--- config.mk ---
export PLATFORM = sky130hd
export DESIGN_NAME = rle_expand_32
export DESIGN_NICKNAME = d
export VERILOG_FILES = /design/src/rtl/rle_pkg.sv /design/src/rtl/rle_entry_sel.sv /design/src/rtl/rle_expand_32.sv
export SDC_FILE = /design/constraint.sdc
export NUM_CORES = 2
export LEC_CHECK = 0
export ABC_AREA = 1
export CAP_MARGIN = 25
export CORE_MARGIN = 4
export CORE_UTILIZATION = 30
export DETAILED_ROUTE_END_ITERATION = 8
export PLACE_DENSITY = 0.57
export SYNTH_ARGS = -nofsm -noshare
export SYNTH_HDL_FRONTEND = slang
export SYNTH_SLANG_ARGS = --single-unit
--- constraint.sdc ---
create_clock -name clk -period 4 [get_ports clk]
set_input_delay 0.4 -clock clk [delete_from_list [all_inputs] [get_ports clk]]
set_output_delay 0.4 -clock clk [all_outputs]
set_load 0.1 [all_outputs]
--- src/rtl/rle_pkg.sv ---
// Shared constants, entry field layout and FSM state type for the RLE expander.
package rle_pkg;

  localparam int N_COEF  = 32;
  localparam int ENT_W   = 14;
  localparam int RUN_W   = 6;
  localparam int VAL_W   = 8;
  localparam int ARR_W   = N_COEF * ENT_W;   // 448
  localparam int RUN_LSB = 8;
  localparam int VAL_LSB = 0;
  localparam int IDX_W   = 5;
  localparam int SIZE_W  = 6;
  localparam int TOT_W   = 9;
  // Wide enough for 32 maximal runs plus left/right/size without wrapping.
  localparam int SUM_W   = 12;

  typedef enum logic [1:0] {
    IDLE  = 2'd0,
    LEAD  = 2'd1,
    RUN   = 2'd2,
    TRAIL = 2'd3
  } state_e;

  // Entry counts above 32 are treated as exactly 32 entries.
  function automatic logic [SIZE_W-1:0] clamp_size(input logic [SIZE_W-1:0] s);
    return (s > SIZE_W'(N_COEF)) ? SIZE_W'(N_COEF) : s;
  endfunction

endpackage

--- src/rtl/rle_entry_sel.sv ---
// 32:1 selector returning the run and value fields of one descriptor entry.
module rle_entry_sel
  import rle_pkg::*;
(
  input  logic [ARR_W-1:0] array_i,
  input  logic [IDX_W-1:0] sel_i,
  output logic [RUN_W-1:0] run_o,
  output logic [VAL_W-1:0] val_o
);

  logic [ENT_W-1:0] ent [N_COEF];

  genvar gi;
  generate
    for (gi = 0; gi < N_COEF; gi++) begin : g_split
      assign ent[gi] = array_i[gi*ENT_W +: ENT_W];
    end
  endgenerate

  logic [ENT_W-1:0] ent_sel;
  assign ent_sel = ent[sel_i];
  assign run_o   = ent_sel[RUN_LSB +: RUN_W];
  assign val_o   = ent_sel[VAL_LSB +: VAL_W];

endmodule

--- src/rtl/rle_expand_32.sv ---
// Expands one merged 32-coefficient RLE descriptor into 32 serial coefficients.
// Beat data is decoded from registered state only, so it holds steady under
// backpressure and the first beat appears the cycle after the descriptor is taken.
module rle_expand_32
  import rle_pkg::*;
(
  input  logic               clk,
  input  logic               rst_n,
  input  logic               in_valid,
  output logic               in_ready,
  input  logic               in_flag,
  input  logic [IDX_W-1:0]   in_left,
  input  logic [IDX_W-1:0]   in_right,
  input  logic [SIZE_W-1:0]  in_size,
  input  logic [ARR_W-1:0]   in_array,
  output logic               out_valid,
  input  logic               out_ready,
  output logic [VAL_W-1:0]   out_coef,
  output logic [IDX_W-1:0]   out_idx,
  output logic               out_last,
  output logic               fmt_err
);

  // Captured descriptor and stream position.
  state_e             state_q;
  logic [IDX_W-1:0]   pos_q;
  logic [IDX_W-1:0]   lead_cnt_q;
  logic [IDX_W-1:0]   k_q;
  logic [RUN_W-1:0]   run_cnt_q;
  logic [IDX_W-1:0]   left_q;
  logic               flag_q;
  logic               size_nz_q;
  logic               size_ovf_q;
  logic [TOT_W-1:0]   total_q;
  logic [ARR_W-1:0]   array_q;

  // ---------------------------------------------------------------------------
  // Descriptor total, evaluated on the raw inputs so it can be registered at capture.
  // ---------------------------------------------------------------------------
  logic [SIZE_W-1:0]  size_c;
  logic [SIZE_W-1:0]  size_m1;
  logic [RUN_W-1:0]   run_masked [N_COEF];
  logic [SUM_W-1:0]   run_sum;
  logic [SUM_W-1:0]   total_full;
  logic [TOT_W-1:0]   total_d;

  assign size_c  = clamp_size(in_size);
  assign size_m1 = size_c - SIZE_W'(1);

  genvar gi;
  generate
    for (gi = 0; gi < N_COEF; gi++) begin : g_run_mask
      // Only entries actually used by the descriptor contribute their runs.
      assign run_masked[gi] = (SIZE_W'(gi) < size_c)
                              ? in_array[gi*ENT_W + RUN_LSB +: RUN_W]
                              : '0;
    end
  endgenerate

  // Sum of the run fields of all used entries.
  always_comb begin
    run_sum = '0;
    for (int i = 0; i < N_COEF; i++) begin
      run_sum = run_sum + {{(SUM_W-RUN_W){1'b0}}, run_masked[i]};
    end
  end

  assign total_full = {{(SUM_W-IDX_W){1'b0}}, in_left}
                    + {{(SUM_W-IDX_W){1'b0}}, in_right}
                    + {{(SUM_W-SIZE_W){1'b0}}, size_c}
                    + run_sum;
  // Saturate so a huge total can never alias back onto 32 in the 9-bit register.
  assign total_d = (total_full > SUM_W'((1 << TOT_W) - 1))
                   ? TOT_W'((1 << TOT_W) - 1)
                   : total_full[TOT_W-1:0];

  // ---------------------------------------------------------------------------
  // Current entry and beat decode.
  // ---------------------------------------------------------------------------
  logic [RUN_W-1:0] cur_run;
  logic [VAL_W-1:0] cur_val;
  logic             cur_is_value;
  logic             out_fire;

  rle_entry_sel u_entry_sel (
    .array_i (array_q),
    .sel_i   (k_q),
    .run_o   (cur_run),
    .val_o   (cur_val)
  );

  // Inside RUN the entry's zeros come first; once they are exhausted the value is due.
  assign cur_is_value = (state_q == RUN) && (run_cnt_q >= cur_run);

  assign in_ready  = (state_q == IDLE);
  assign out_valid = (state_q != IDLE);
  assign out_coef  = cur_is_value ? cur_val : '0;
  assign out_idx   = pos_q;
  assign out_last  = out_valid && (pos_q == IDX_W'(N_COEF - 1));
  assign out_fire  = out_valid && out_ready;
  assign fmt_err   = out_fire && out_last && flag_q
                     && ((total_q != TOT_W'(N_COEF)) || size_ovf_q);

  // Descriptor capture, per-beat sequencing and position tracking.
  always_ff @(posedge clk or negedge rst_n) begin
    if (!rst_n) begin
      state_q    <= IDLE;
      pos_q      <= '0;
      lead_cnt_q <= '0;
      k_q        <= '0;
      run_cnt_q  <= '0;
      left_q     <= '0;
      flag_q     <= 1'b0;
      size_nz_q  <= 1'b0;
      size_ovf_q <= 1'b0;
      total_q    <= '0;
      array_q    <= '0;
    end else begin
      case (state_q)
        IDLE: begin
          if (in_valid) begin
            pos_q      <= '0;
            lead_cnt_q <= '0;
            run_cnt_q  <= '0;
            k_q        <= size_m1[IDX_W-1:0];
            left_q     <= in_left;
            flag_q     <= in_flag;
            size_nz_q  <= (size_c != '0);
            size_ovf_q <= (in_size > SIZE_W'(N_COEF));
            total_q    <= total_d;
            array_q    <= in_array;
            // An all-zero block just emits zero fill; empty phases are skipped.
            if (!in_flag)
              state_q <= TRAIL;
            else if (in_left != '0)
              state_q <= LEAD;
            else if (size_c != '0)
              state_q <= RUN;
            else
              state_q <= TRAIL;
          end
        end

        default: begin
          if (out_fire) begin
            if (pos_q == IDX_W'(N_COEF - 1)) begin
              // Position 31 always ends the block, whatever is left over.
              state_q <= IDLE;
              pos_q   <= '0;
            end else begin
              pos_q <= pos_q + IDX_W'(1);
              case (state_q)
                LEAD: begin
                  if (IDX_W'(lead_cnt_q + IDX_W'(1)) == left_q)
                    state_q <= size_nz_q ? RUN : TRAIL;
                  else
                    lead_cnt_q <= lead_cnt_q + IDX_W'(1);
                end
                RUN: begin
                  if (cur_is_value) begin
                    run_cnt_q <= '0;
                    if (k_q == '0)
                      state_q <= TRAIL;
                    else
                      k_q <= k_q - IDX_W'(1);
                  end else begin
                    run_cnt_q <= run_cnt_q + RUN_W'(1);
                  end
                end
                default: ;  // TRAIL: zero fill until position 31
              endcase
            end
          end
        end
      endcase
    end
  end

endmodule

After elaboration in Yosys (flattened, before gate mapping)

Cells that the tools add are included.

Register bits after elaboration: 488
Bits in latches: 0
RAM bits: 0
Memory bits (read-only): 0
Output and inout bits: 17
Memories: 0

Add/sub/neg operators: 39
Multiply operators: 0
Div/mod/pow operators: 0
Magnitude comparators: 36
Eq/ne operators: 12
Shifts and indexed selects: 0
Mux-type cells: 72
Bitwise gates (word level): 1
Reductions and logical operators: 23

Operators with widths:

| cell                                                                              | number |
|---|---|
| 12-bit by 6-bit adder with 12-bit output                                          | 25 |
| 6-bit 2-to-1 mux                                                                  | 39 |
| 5-bit by 6-bit less-than comparator with 1-bit output (first input constant)      | 16 |
| 5-bit 2-to-1 mux                                                                  | 16 |
| 14-bit binary-select mux with 5-bit select                                        | 1 |
| 4-bit by 6-bit less-than comparator with 1-bit output (first input constant)      | 8 |
| 14-bit 2-to-1 mux                                                                 | 2 |
| 3-bit by 6-bit less-than comparator with 1-bit output (first input constant)      | 4 |
| 2-bit 2-to-1 mux                                                                  | 9 |
| 6-bit by 6-bit adder with 7-bit output                                            | 2 |
| 11-bit by 6-bit adder with 12-bit output                                          | 1 |
| 7-bit by 12-bit adder with 12-bit output                                          | 1 |
| 12-bit by 9-bit greater-than comparator with 1-bit output (second input constant) | 1 |
| 1-bit by 6-bit less-than comparator with 1-bit output (first input constant)      | 2 |
| 2-bit by 6-bit less-than comparator with 1-bit output (first input constant)      | 2 |
| 6-bit AND reduction                                                               | 2 |
| 10-bit by 6-bit adder with 11-bit output                                          | 1 |
| 5-bit by 1-bit adder with 5-bit output (second input constant)                    | 2 |
| 9-bit by 6-bit adder with 10-bit output                                           | 1 |
| 2-bit nonzero test                                                                | 5 |
| 5-bit by 1-bit subtractor with 5-bit output (second input constant)               | 2 |
| 8-bit by 6-bit adder with 9-bit output                                            | 1 |
| 9-bit 2-to-1 mux                                                                  | 1 |
| 9-bit by 6-bit inequality test with 1-bit output (second input constant)          | 1 |
| other kinds (28)                                                                  | 38 |

Depth between registers and ports, before layout

Word-level depth: 38
Gate-level depth with buffers: 37
Gate-level depth less buffers: 37

By module

From an unflattened synthesis, not the netlist that was laid out.

Cells, all modules: 4076
Area, all modules: 30503.0 um^2

Modules (own cells, without submodules):

| module        | instances | cells each | area an instance (um^2) |
|---|---|---|---|
| rle_expand_32 | 1         | 3012       | 25892.3 |
| rle_entry_sel | 1         | 1064       | 4610.7 |

Worst setup path after synthesis

No wires, ideal clock.

Path kind: input -> register
From: in in_size[5]
To: reg total_q[0]
Setup time: 143 ps
Arrival time: 7284 ps
Required time: 3857 ps
Setup slack: -3426 ps
Cell stages on the path: 31
Path buffers: 1
Cell sequence: buf_2 nor2_2 inv_2 nor2_1 inv_2 nor2_4 inv_2 nand2_4 inv_2 a21oi_2 nand2_1 fa_1 inv_1 fa_1 fa_1 fa_1 fa_1 fa_1 inv_1 fa_1 fa_1 inv_1 ha_1 fa_1 nand3_1 nand3_1 nand4_1 nand3_1 xor2_1 nor2_1 a21oi_1

Cells in the longest elaborated chain, start to end: 38

Ends and longest elaborated chain:

| what                                                      | line                 | RTL |
|---|---|---|
| start: declaration                                        | rle_expand_32.sv:14  | `input logic [SIZE_W-1:0] in_size,` |
| 6-bit greater-than comparator                             | rle_pkg.sv:26        | `return (s > SIZE_W'(N_COEF)) ? SIZE_W'(N_COEF) : s;` |
| 6-bit 2-to-1 mux (*)                                      | rle_pkg.sv:26        |  |
| 1-bit by 6-bit less-than comparator with 1-bit output     | rle_expand_32.sv:54  | `assign run_masked[gi] = (SIZE_W'(gi) < size_c)` |
| 6-bit 2-to-1 mux                                          | rle_expand_32.sv:55  | `? in_array[gi*ENT_W + RUN_LSB +: RUN_W]` |
| 6-bit by 6-bit adder with 7-bit output                    | rle_expand_32.sv:64  | `run_sum = run_sum + {{(SUM_W-RUN_W){1'b0}}, run_masked[i]};` |
| 7-bit by 6-bit adder with 8-bit output                    | rle_expand_32.sv:64  |  |
| 8-bit by 6-bit adder with 9-bit output                    | rle_expand_32.sv:64  |  |
| 9-bit by 6-bit adder with 10-bit output                   | rle_expand_32.sv:64  |  |
| 10-bit by 6-bit adder with 11-bit output                  | rle_expand_32.sv:64  |  |
| 11-bit by 6-bit adder with 12-bit output                  | rle_expand_32.sv:64  |  |
| 12-bit by 6-bit adder with 12-bit output (25 in a row)    | rle_expand_32.sv:64  |  |
| 7-bit by 12-bit adder with 12-bit output (*)              | rle_expand_32.sv:71  | `+ run_sum;` |
| 12-bit by 9-bit greater-than comparator with 1-bit output | rle_expand_32.sv:73  | `assign total_d = (total_full > SUM_W'((1 << TOT_W) - 1))` |
| 9-bit 2-to-1 mux (*)                                      | rle_expand_32.sv:74  | `? TOT_W'((1 << TOT_W) - 1)` |
| end signal: assignment                                    | rle_expand_32.sv:130 | `total_q <= total_d;` |
| end: declaration                                          | rle_expand_32.sv:34  | `logic [TOT_W-1:0] total_q;` |

Mark *: on every way between the ends. The rest lies on a longest branch, timed or not.
A chain may end at the register's enable or synchronous reset.

Final worst setup path

From: in in_size[5]
To: reg total_q[2]

Same word-level chain as after synthesis.

==> results.toml <==
[status]
outcome = "finished with violations"
violations = "negative setup slack"

[timing]
hold_viol = 0
worst_pin_slew_ns = 1.02
layout_min_cycle_time_ns = 6.69
hold_slack_ns = 0.146
max_freq_mhz = 149
grt_setup_unrepaired = "yes"
drv_slew = 0
relSlewSlack = 0.318
setup_ws_ns = -2.69
setup_viol_count_final = 17
fin_crit_sh = 1.67
setup-tns-final_ns = -25.17
worst_clock_skew_ns = 0.0427

[worst_setup_path]
r2r_setup_slack_ns = 0.39
path_class = "in2reg"
cp_common_cell = "buf_4"
timing.rr.start = "k_q[0]$_DFFE_PN0P_"
cpMaxStageDelayCell = "fa_1"
end_kind = "flip-flop"
cp_max_fo = 6
path_buf_inv = 16
required_ns = 4.54
worstSetupStartpoint = "in_size[5]"
r2r_cells = 19
crit_family = "adder cells"
max_stage_delay_ns = 0.57
crit_arrival_ns = 7.23
cp-start-kind = "primary input"
regToRegEndpoint = "k_q[4]$_DFFE_PN0P_"

[final_layout]
post-route-util = 0.428
drive_gt1_frac = 0.149
layout.nets = 5268
nFillCells = 9929
synthToLayoutAreaGrowth_pct = 41.4

[drt]
post_drt_wl_per_cell_um = 21.6
drt-total-wl_um = 128000
ant_nets = 0
dr_total_vias = 28457
drc = 0
drt-pass1-iter-count = 6
first_iter_violations = 2407
via_per_inst = 4.82

[synth]
synth_cells = 3834
netlist_area_um2 = 29700
ys_top_cells_by_area = "dfrtp_1 41%, nand2_1 19%, fa_1 14%"
ys.flop_type = "dfrtp_1"
syn-num-nets = 4538
syn_area_per_cell_um2 = 7.75
synth.distinct_cells = 47
ys_warn_count = 0
synth.most_common_cell = "nand2_1"
yosysSeqAreaShare = 0.411
async_reset_ff_frac = 1.00
synth.top_cell.area_share = 0.411
synth_top_cell_by_area = "dfrtp_1"
synth_edf_count = 0
ys_ff_latch = 488
netlist_top_cells_count = "1523 x nand2_1, 488 x dfrtp_1, 395 x inv_1, 280 x o21ai_0, 274 x nor2_1"

[min_path]
hp-class = "in2reg"
hold_depth = 3
worst_hold_path.endpoint = "size_ovf_q$_DFFE_PN0P_"
hold_start = "in_size[5]"

[grt]
grt_pass1_wl_um = 185000
first_global_vias = 28634
grt_start_max_net_pins = 131
antenna_found_initial = 14
grt_overflow = 0
track_usage = 0.238

[flow_run]
maxCapViolations = 0

[placement]
port-buffer-count = 485
place_hpwl_um = 94900
gp_congestion = 0.949

[cts]
cts_root_buf = "clkbuf_16"
ctsHtreeMaxLevel = 2
numClockSinks = 488
ctsLongestPathBuffers = 3
clk_pin_slew_ns = 0.06
clk_latency_ns = 0.69
tritoncts = "built"
cts_made_buffers = 60

[floorplanning]
io_pins = 486
coreArea_um2 = 98300
rows = 115
die_x_um = 323
dieArea_um2 = 104000
dieHeight_um = 323
start_util = 0.302
## layout by cell type, fill, tap and decap left out, drive strengths merged, types with 4 or more instances in the layout
cell and instances:
o22ai 30, a22oi 18, buf 387, a32o 6
dfrtp 488, o21ai 283, nand4 19, nand3 137
a21oi 117, clkinvlp 4, xnor2 8, inv 416
a22o 4, nor3 8, diode 8, o211ai 9
clkdlybuf4s50 467, clkbuf 86, ha 33, xor2 9
fa 202, bufinv 7, nand2 1526, o221ai 18
or2 9, clkinv 18, nor2 281
## sequential cells by signal, indices dropped and copies added (netlist names)
name	flops
array_q	448
run_cnt_q	6
state_q	2
size_ovf_q	1
out_idx	5
k_q	5
total_q	9
flag_q	1
size_nz_q	1
left_q	5
lead_cnt_q	5
## timing repair
action,CTS,global route
endpoints found under the hold margin,89,0
resized for setup,138,125
buffers inserted,48,21
endpoints found under the setup margin,17,17
gates cloned,8,5
hold buffers,1,0
pin swaps,53,78
## worst min-delay path, stage by stage
cell      delay (ns)
buf_8           0.09
o211ai_1        0.17
nand2_1         0.10
## through the flow
stage / cell area (µm²) / setup WS, ns / cells
3_3_place_gp: 38200 / -3.84 / 5707
3_5_place_dp: 38200 / -3.86 / 5708
6_report: 42000 / -2.69 / 5910
4_1_cts: 41400 / -2.70 / 5877
2_1_floorplan: 29900 / -2.84 / 3834
5_1_grt: 42000 / -2.89 / 5907
## how the worst max path moves through the flow
| stage | to | slack [ns] | cells past startpoint |
|---|---|---|---|
| 5_1_grt | total_q[2]$_DFFE_PN0P_ | -2.89 | 37 |
| 2_1_floorplan | total_q[0]$_DFFE_PN0P_ | -2.84 | 33 |
| 3_5_place_dp | total_q[2]$_DFFE_PN0P_ | -3.86 | 27 |
| 3_3_place_gp | total_q[5]$_DFFE_PN0P_ | -3.84 | 28 |
| 6_report | total_q[2]$_DFFE_PN0P_ | -2.69 | 33 |
| 4_1_cts | total_q[2]$_DFFE_PN0P_ | -2.70 | 35 |
## routing by layer
metal / vias up / wire length (µm) / GRT usage / share of wire
li1: 13376 / - / - / -
met1: 13875 / 52700 / 0.310 / 0.41
met2: 982 / 61500 / 0.401 / 0.48
met3: 216 / 8200 / 0.0407 / 0.064
met4: 8 / 5180 / 0.0845 / 0.041
met5: - / 51 / 0 / 0.00040
## cells by family (layout without fill, tap and decap cells)
group | count (synthesis) | after routing | synth area share
other | 0 | 8 | 0
AOI/OAI and AO/OA | 500 | 500 | 0.0936
DFF | 488 | 488 | 0.411
adders and majority gates | 236 | 236 | 0.150
xor gates and xnor gates | 17 | 17 | 0.00501
buffers and inverters | 608 | 1389 | 0.0780
and+or+nand+nor | 1985 | 1985 | 0.262
## area by class of cell
type / count / area (µm²) / share of cell area
Sequential cell: 488 / 12200 / 0.291
Timing Repair inverter: 4 / 51.3 / 0.00122
Timing Repair Buffer: 861 / 8440 / 0.201
Tap cell: 1287 / 1610 / 0.0383
Multi-Input combinational cell: 2738 / 16000 / 0.380
Clock inverter: 30 / 394 / 0.00938
Clock buffer: 83 / 1740 / 0.0413
Inverter: 411 / 1600 / 0.0382
Antenna cell: 8 / 20.0 / 0.000476
Power is not shown: default switching activity piles up to over one toggle a cycle in this logic, so the estimate is an artifact.
